<file path="config.mk">
export PLATFORM = sky130hd
export DESIGN_NAME = uart_tx_scheduler
export DESIGN_NICKNAME = d
export VERILOG_FILES = /design/src/rtl/uart_tx_scheduler.sv
export SDC_FILE = /design/constraint.sdc
export NUM_CORES = 1
export LEC_CHECK = 0
export ABC_AREA = 1
export CAP_MARGIN = 30
export CORE_UTILIZATION = 50
export CTS_CLUSTER_SIZE = 25
export DETAILED_ROUTE_END_ITERATION = 8
export PLACE_DENSITY = 0.67
export SYNTH_ARGS = -nofsm -noshare
export SYNTH_HDL_FRONTEND = slang
export SYNTH_SLANG_ARGS = --single-unit
export TNS_END_PERCENT = 5
</file>
<file path="constraint.sdc">
create_clock -name clk -period 3.4 [get_ports clk]
set_clock_uncertainty 0.2 [all_clocks]
set_input_delay 0.68 -clock clk [delete_from_list [all_inputs] [get_ports clk]]
set_output_delay 0.68 -clock clk [all_outputs]
set_load 0.03 [all_outputs]
</file>
<file path="src/rtl/uart_tx_scheduler.sv">
// uart_tx_scheduler: byte FIFO that paces stores into a busy-flag-less uart, one frame at a time.
// Optional: define UART_SCHED_STATS_EN to add drop_count / sent_count statistics outputs.
//
//   state    | meaning
//   ---------+-------------------------------------------------------------
//   S_IDLE   | no frame in flight; launches next cycle if FIFO non-empty
//   S_LAUNCH | strobe uart_wr_o with head byte, pop it, load frame timer
//   S_WAIT   | frame in flight; timer counts down to 0
module uart_tx_scheduler #(
    parameter int DEPTH        = 16,
    parameter int FRAME_CYCLES = 8680
) (
    input  logic                     clk,
    input  logic                     rst,
    input  logic                     wr_en,
    input  logic [7:0]               wr_data,
    output logic                     full,
    output logic                     stall_req,
    output logic                     uart_wr_o,
    output logic [7:0]               uart_dat_o,
    output logic [$clog2(DEPTH):0]   fifo_count,
`ifdef UART_SCHED_STATS_EN
    output logic [15:0]              drop_count,
    output logic [31:0]              sent_count,
`endif
    output logic                     idle
);

    localparam int AW = $clog2(DEPTH);
    localparam int CW = $clog2(FRAME_CYCLES);

    typedef enum logic [1:0] {
        S_IDLE   = 2'd0,
        S_LAUNCH = 2'd1,
        S_WAIT   = 2'd2
    } state_t;

    state_t          r_state;
    state_t          w_next_state;

    logic [7:0]      r_mem [DEPTH];
    logic [AW-1:0]   r_rd_ptr;
    logic [AW-1:0]   r_wr_ptr;
    logic [AW:0]     r_count;
    logic [CW-1:0]   r_frame_cnt;
    logic            r_uart_wr;
    logic [7:0]      r_uart_dat;

    logic            w_full;
    logic            w_pop;
    logic            w_push;
    logic            w_stall;
    logic            w_launch_next;

    // FSM: state register
    always_ff @(posedge clk) begin
        if (rst) r_state <= S_IDLE;
        else     r_state <= w_next_state;
    end

    // FSM: next-state logic
    always_comb begin
        w_next_state = r_state;
        case (r_state)
            S_IDLE:   if (r_count != '0) w_next_state = S_LAUNCH;
            S_LAUNCH: w_next_state = S_WAIT;
            S_WAIT:   if (r_frame_cnt == '0) w_next_state = S_IDLE;
            default:  w_next_state = S_IDLE;
        endcase
    end

    // FSM: outputs and FIFO handshake
    always_comb begin
        w_full        = (r_count == (AW+1)'(DEPTH));
        w_pop         = (r_state == S_LAUNCH);
        w_push        = wr_en && (!w_full || w_pop);
        w_stall       = wr_en && w_full && !w_pop;
        w_launch_next = (w_next_state == S_LAUNCH);
    end

    always_ff @(posedge clk) begin
        if (w_push) r_mem[r_wr_ptr] <= wr_data;
    end

    // The strobe is registered one cycle ahead so it coincides with the LAUNCH state.
    always_ff @(posedge clk) begin
        if (rst) begin
            r_rd_ptr    <= '0;
            r_wr_ptr    <= '0;
            r_count     <= '0;
            r_frame_cnt <= '0;
            r_uart_wr   <= 1'b0;
            r_uart_dat  <= 8'h00;
        end else begin
            if (w_push) r_wr_ptr <= r_wr_ptr + 1'b1;
            if (w_pop)  r_rd_ptr <= r_rd_ptr + 1'b1;
            case ({w_push, w_pop})
                2'b10:   r_count <= r_count + 1'b1;
                2'b01:   r_count <= r_count - 1'b1;
                default: r_count <= r_count;
            endcase
            if (r_state == S_LAUNCH)
                r_frame_cnt <= CW'(FRAME_CYCLES - 1);
            else if (r_state == S_WAIT && r_frame_cnt != '0)
                r_frame_cnt <= r_frame_cnt - 1'b1;
            r_uart_wr <= w_launch_next;
            if (w_launch_next) r_uart_dat <= r_mem[r_rd_ptr];
        end
    end

`ifdef UART_SCHED_STATS_EN
    logic [15:0] r_drop_count;
    logic [31:0] r_sent_count;

    always_ff @(posedge clk) begin
        if (rst) begin
            r_drop_count <= '0;
            r_sent_count <= '0;
        end else begin
            if (w_stall && r_drop_count != 16'hFFFF) r_drop_count <= r_drop_count + 1'b1;
            if (w_pop) r_sent_count <= r_sent_count + 1'b1;
        end
    end

    assign drop_count = r_drop_count;
    assign sent_count = r_sent_count;
`endif

    assign full       = w_full;
    assign stall_req  = w_stall;
    assign uart_wr_o  = r_uart_wr;
    assign uart_dat_o = r_uart_dat;
    assign fifo_count = r_count;
    assign idle       = (r_count == '0) && (r_state == S_IDLE);

endmodule

</file>
==> results by group <==
Setup path
  • Category of the critical setup timing path: reg2out
  • Cell depth of the worst flop-to-flop path: 12
  • Type of element capturing the critical path: primary output
  • Biggest fanout along the worst timing path: 17
  • Required @ worst endpoint: 2.52 ns
  • Worst R2R End: fifo_count[4]$_SDFFE_PP0P_
  • Worst R2R Setup Slack: roughly 0.96 ns
  • Origin of the critical flop-to-flop path: r_state[0]$_SDFF_PP0_
  • Capture point of the critical path: stall_req
  • Startpoint kind of the worst setup timing path: flop
  • Arr. time, crit path: roughly 2.1 ns
  • Startpoint of the most critical setup path: r_state[0]$_SDFF_PP0_

Route
  • Remaining antenna violation count: 0
  • Final routed wire length divided by cell count: 16.47 um
  • Routed vias: 5275
  • Post-detailed-route via-to-cell ratio: around 5.4
  • Overall routed net length: between 15000 and 20000 um
  • DRC: 0
  • Number of DRC markers after the initial detailed-route iteration: around 400
  • First-pass iteration count of the detailed router: 6

Cells and area
  • Top library cells by usage in the layout, fill and taps aside: nand2_1, edfxtp_1, nor2_1
  • Total inserted antenna cells: 0
  • Layout cell share with drive strength beyond 1: under 10%
  • Net count reported at finish: 809
  • Most frequent standard cell in the layout excluding fill and tap cells: nand2_1
  • Area growth from synthesis to layout: 13.43%
  • Fin area: 8361 um^2

Synthesis
  • Number of instances in the synthesized netlist: roughly 770
  • Mean area per synthesized cell: 9.622 um^2
  • Post-synthesis sequential area ratio: 62.47%
  • Post-synth top area share: 52.15%
  • Cell area after synthesis: 7371 um^2
  • Number of distinct standard cells referenced by the synthesized netlist: 32
  • Net count after synthesis: 788
  • Total number of yosys warnings: 0
  • Cell taking the most area after synthesis: edfxtp_1
  • Cell types occupying the most area after synthesis: edfxtp_1, dfxtp_1, nand2_1
  • Yosys reg bits: between 150 and 200

Timing
  • TNS Setup: 0 ns
  • Relative slew margins: 44.70%
  • Timing-limited maximum frequency: 0.3355 GHz
  • Setup slack of the critical path after layout: between 0.4 and 0.5 ns
  • Minimum period implied by the final worst setup slack: 2.981 ns
  • Worst slew pin tran: between 0.8 and 0.9 ns
  • Unrepaired setup endpoints after global routing: false
  • Endpoints failing setup: 0
  • Hold Fails Final Rpt: 0
  • Share of the cycle needed by the critical path after routing: 87.67%
  • Max-slew violations: 0

Die
  • Placement row count: 44
  • Horiz. Die Dim: 123.4 um
  • Area of the die: 15230 um^2
  • Io pins: 28
  • Chip Height: 123.4 um
  • Starting density of the core: 50.91%
  • Core Box Area: 14480 um^2

Placement
  • Worst setup timing slack at the placement stage: ~0.52 ns
  • Number of port buffers: 27
  • Half-perimeter wire length after placement: 10800 um
  • Placed cell areas: slightly below 8000 um^2
  • RePlAce Congestion: 0.8803

CTS
  • Inserted Clock Buffers: 17
  • CTS tree: yes
  • Post-cts hold buffer count: 0
  • Post-CTS Resized: 0
  • Clk pin slew, worst setup/hold paths: 0.06 ns
  • CTS Root Cell: clkbuf_16
  • Clk sinks: 166
  • Clk buf depth: 2
  • Post-CTS setup-driven buffer insertion count: 0
  • Clock latency on the worst-skew pair: 0.43 ns
  • Number of H-tree levels: 4

Hold path
  • Worst hold path depth: 2
  • Path type of the worst min-delay path: reg2reg

Global routing
  • Antenna violations before repair: 0
  • Wire length of the first global-routing pass: 25560 um
  • Via count of the first global-routing pass: ~5000
  • Global route overflow: 0
  • GRT Overall Usage: between 20% and 30%
  • Maximum number of pins on one net before global-route repair: 67

Power
  • Maximum ir drop on the vdd rail: around 0.39 mV
  • Static power due to leakage: 0.003261 uW
  • Cell area power density: 820.1 nW/um^2
  • Total power after layout: 6856 uW

Job
  • Maximum Capacitance Violations: 0

Outcome
  • Run status: finished clean
## Yosys cell counts, drive strengths merged
cell type and number:
nand2 206, nor2 132, edfxtp 128, nand3 81
inv 51, o21ai 44, dfxtp 38, buf 28
a21oi 22, ha 10, nand4 6, xor2 5
clkbuf 3, clkinv 3, nand3b 3, nor3 2
fa 1, nor4 1, o21bai 1, xnor2 1
## power by group
group | leakage, uW | internal (uW) | switching [uW] | total, uW
Combinational | 0.00151 | 799 | 1620 | 2420
Sequential | 0.00147 | 2370 | 164 | 2530
Clock | 0.000282 | 1100 | 807 | 1900
## state kept, by name, indices dropped and copies added, names as in the netlist
signal       flops
r_wr_ptr         4
r_frame_cnt     14
fifo_count       5
uart_wr_o        1
r_mem          128
uart_dat_o       8
r_state          2
r_rd_ptr         4
## metal layers
layer | track usage [%] | vias up | routed length (um)
met3 | 4.151 | 31 | 850
li1 | - | 2580 | -
met2 | 37.47 | 142 | 7905
met5 | 0 | - | 0
met1 | 30.52 | 2522 | 7101
met4 | 8.961 | 0 | 352
## logic make-up after synthesis
kind of cell	after synthesis	share of synthesized area, %
xor+xnor	6	0.7129
buf+inv	85	5.126
flops	166	62.47
fa+ha+maj	11	1.969
compound gates	67	4.685
simple gates	431	25.04
## through the flow
stage / std cells / utilization [%] / hold slack (ns)
floorplan: 766 / - / 0.2699
global placement: 951 / 53.52 / 0.2822
detailed placement: 951 / 53.52 / 0.2942
CTS: 983 / 57.60 / 0.3080
global route: 984 / 57.74 / 0.3036
finish: 984 / 57.74 / 0.2829
## cell type report
cell class	instances	area, um^2
clock buffer	17	425.4
multi-input combinational	515	2389
fill	1215	6118
clock inverter	15	166.4
sequential	166	4606
tap	184	230.2
inverter	54	203.9
timing repair buffer	33	340.3
## worst max-delay path: stages, from the launching register on
cell and delay (ns):
dfxtp_1 0.35, inv_2 0.09, nor2_4 0.05, inv_2 0.27, nand2_2 0.13, nor2_1 0.11, clkdlybuf4s50_1 0.67
## how the worst min path moves through the flow
stage | start | endpoint
final | r_rd_ptr[0]$_SDFFE_PP0P_ | r_rd_ptr[0]$_SDFFE_PP0P_
after global placement | fifo_count[0]$_SDFFE_PP0P_ | fifo_count[0]$_SDFFE_PP0P_
after CTS | fifo_count[0]$_SDFFE_PP0P_ | fifo_count[0]$_SDFFE_PP0P_
after floorplan | r_wr_ptr[3]$_SDFFE_PP0P_ | r_wr_ptr[3]$_SDFFE_PP0P_
after detailed placement | fifo_count[0]$_SDFFE_PP0P_ | fifo_count[0]$_SDFFE_PP0P_
after global routing | r_rd_ptr[0]$_SDFFE_PP0P_ | r_rd_ptr[0]$_SDFFE_PP0P_
No activity file was read; power rests on OpenSTA's default activity.
==> RTL edit (config.mk and constraints unchanged) <==
Put one more register stage on the output `fifo_count`, without a reset. The value now appears one clock later. The other outputs are not delayed to match.
--- a/src/rtl/uart_tx_scheduler.sv
+++ b/src/rtl/uart_tx_scheduler.sv
@@ -130,7 +130,9 @@
     assign stall_req  = w_stall;
     assign uart_wr_o  = r_uart_wr;
     assign uart_dat_o = r_uart_dat;
-    assign fifo_count = r_count;
+    always_ff @(posedge clk) begin
+        fifo_count <= r_count;
+    end
     assign idle       = (r_count == '0) && (r_state == S_IDLE);
 
 endmodule
Function: changed (a bounded check fails within 4 cycles, from zero or initial values and one cycle with rst high).
==> RTL edit against the unedited design <==
- sequential cell count up 5
- utilization barely moved
- final cell count rose by 0.81%
- total power up 0.19%
- routed wire length up 2.4%
- synthesized area increased by 1.1%
- count of clock-buffer cells in the layout increased by 3
- design area rose by 0.36%
- combinational power is 4% higher
- clock power is 7% lower
- worst setup slack gained 0.055 ns
- critical path type unchanged
- largest cell class unchanged
==> RTL edit: results (changes against the unedited design) <==
[power_and_ir_drop]
vdd_drop_max_uv=617  ; +60%
power.leakage_nw=3.26  ; about the same

[outcome]
status=finished clean

[global_route]
grt_usage=0.238  ; +0.00800
grt_use_met3=0.0618  ; +0.0203
use_met1=0.335  ; +0.0299
grt_pass1_vias=5006  ; +0.97%
grt_pass1_wl_um=26400  ; +3.1%
antenna_found_initial=0  ; unchanged
grt_util_met2=0.353  ; -0.0214

[synthesis]
synth_compound_area_frac=0.0463  ; -0.000511
synth_xor_area_frac=0.00588  ; -0.00125
synth_cell_types=35  ; +9.4%
synthAdderAreaFrac=0.0195  ; -0.000215
synth.area.top_cells=edfxtp_1 52%, dfxtp_1 12%, nand2_1 10%
synth_nets=795  ; +0.89%
ys_seq_area_frac=0.631  ; +0.00661
netlist_top_cells_count=202 x nand2_1, 131 x nor2_1, 128 x edfxtp_1, 76 x nand3_1, 44 x inv_1
synthArstFlopShare=0  ; unchanged

[clock_network]
clk_latency_ns=0.43  ; about the same
clk_path_buf_depth=2  ; unchanged
clk_pin_slew_worst_paths_ns=0.06  ; about the same
htree_levels=4  ; unchanged
clock_sinks=171  ; +3.0%

[place]
placed_area_mm2=0.00785  ; +1.4%
gp_congestion=0.930  ; +5.7%
dp_hpwl_um=11000  ; +2.0%

[final_layout]
seq_area_mm2=0.00471  ; +2.2%
buffer_area_frac=0.0367  ; -0.00402
n_all_buffers=32  ; -3.0%
nFillCells=1256  ; +3.4%
nClkBuffers=20  ; +3
num-nonclk-inverters=54  ; unchanged
layout-drive-gt1-share=0.0705  ; -0.0170
num-multi-input-gates=519  ; +0.78%
clockNetworkAreaShare=0.0640  ; -0.00681
multi_input_area_share=0.286  ; +0.000768
antenna_cells=0  ; unchanged
nets=817  ; +0.99%

[routing]
via_per_inst=5.33  ; -0.56%
wl_met1_um=7640  ; +7.5%
dr_wl_met2_um=7400  ; -6.4%
dr_wl_met3_um=1260  ; +48%
dr.first_iter.drc_count=584  ; +47%
wl_per_cell_um=16.7  ; +1.6%

[critical_path]
critical_path_arrival_ns=2.05  ; -0.05 ns
r2r_slack_ns=0.99  ; +0.03 ns
cp_max_fo=16  ; -1
r2r-end=r_mem[0][6]$_DFFE_PP_
regToRegStartpoint=r_state[0]$_SDFF_PP0_
r2r_cells=8  ; -4
criticalPathCategory=reg -> out

[sta]
whs_ns=0.198  ; -0.0848 ns
worst_slew_pin_slew_ns=0.939  ; +0.112 ns
fin_tns_setup_ns=0  ; unchanged

[worst_hold_path]
holdPathStages=0  ; -2
min_to=fifo_count[3]$_DFF_P_
hp-start=r_count[3]$_SDFFE_PP0P_

-- RTL edit: cell types whose count changed after synthesis, moves of 4 or more --
cell | unedited run | this run
o21ai_1 | 22 | 3
o21ai_0 | 22 | 40
nor2_1 | 122 | 131
clkbuf_1 | 3 | 9
nand2_1 | 196 | 202
dfxtp_1 | 38 | 43
nor2_2 | 6 | 1
nand3_1 | 80 | 76
-- RTL edit: kinds of logic after synthesis --
family | after synthesis
AND/OR/NAND/NOR | 437
XOR/XNOR | 5
buffers and inverters | 83
adder cells (fa/ha/maj) | 11
flip-flops | 171
AO/OA/AOI/OAI | 66
-- RTL edit: report_power, final --
part	internal, mW	leakage [nW]	switching (mW)	total, mW
Combinational	0.777	1.49	1.73	2.51
Sequential	2.45	1.51	0.151	2.60
Clock	0.999	0.259	0.760	1.76
-- RTL edit: critical path: stages (launching register included) --
cell	delay, ns
dfxtp_1	0.38
inv_2	0.11
nor2_4	0.05
inv_4	0.18
nand2_2	0.11
nor2_1	0.11
clkdlybuf4s50_1	0.68
-- RTL edit: per-stage QoR --
step / util / setup WS, ns / instances / power (mW)
2_1_floorplan: - / 1.17 / 773 / 4.45
3_3_place_gp: 0.540 / 0.535 / 960 / 5.05
3_5_place_dp: 0.540 / 0.523 / 960 / 5.13
4_1_cts: 0.577 / 0.452 / 992 / 6.89
5_1_grt: 0.577 / 0.309 / 992 / 7.32
6_report: 0.577 / 0.474 / 992 / 6.87
-- RTL edit: worst max path at each step --
stage / end / depth (start not counted) / slack, ns
3_5_place_dp: stall_req / 4 / 0.52
2_1_floorplan: stall_req / 5 / 1.17
4_1_cts: stall_req / 6 / 0.45
3_3_place_gp: stall_req / 4 / 0.54
5_1_grt: stall_req / 6 / 0.31
6_report: stall_req / 6 / 0.47
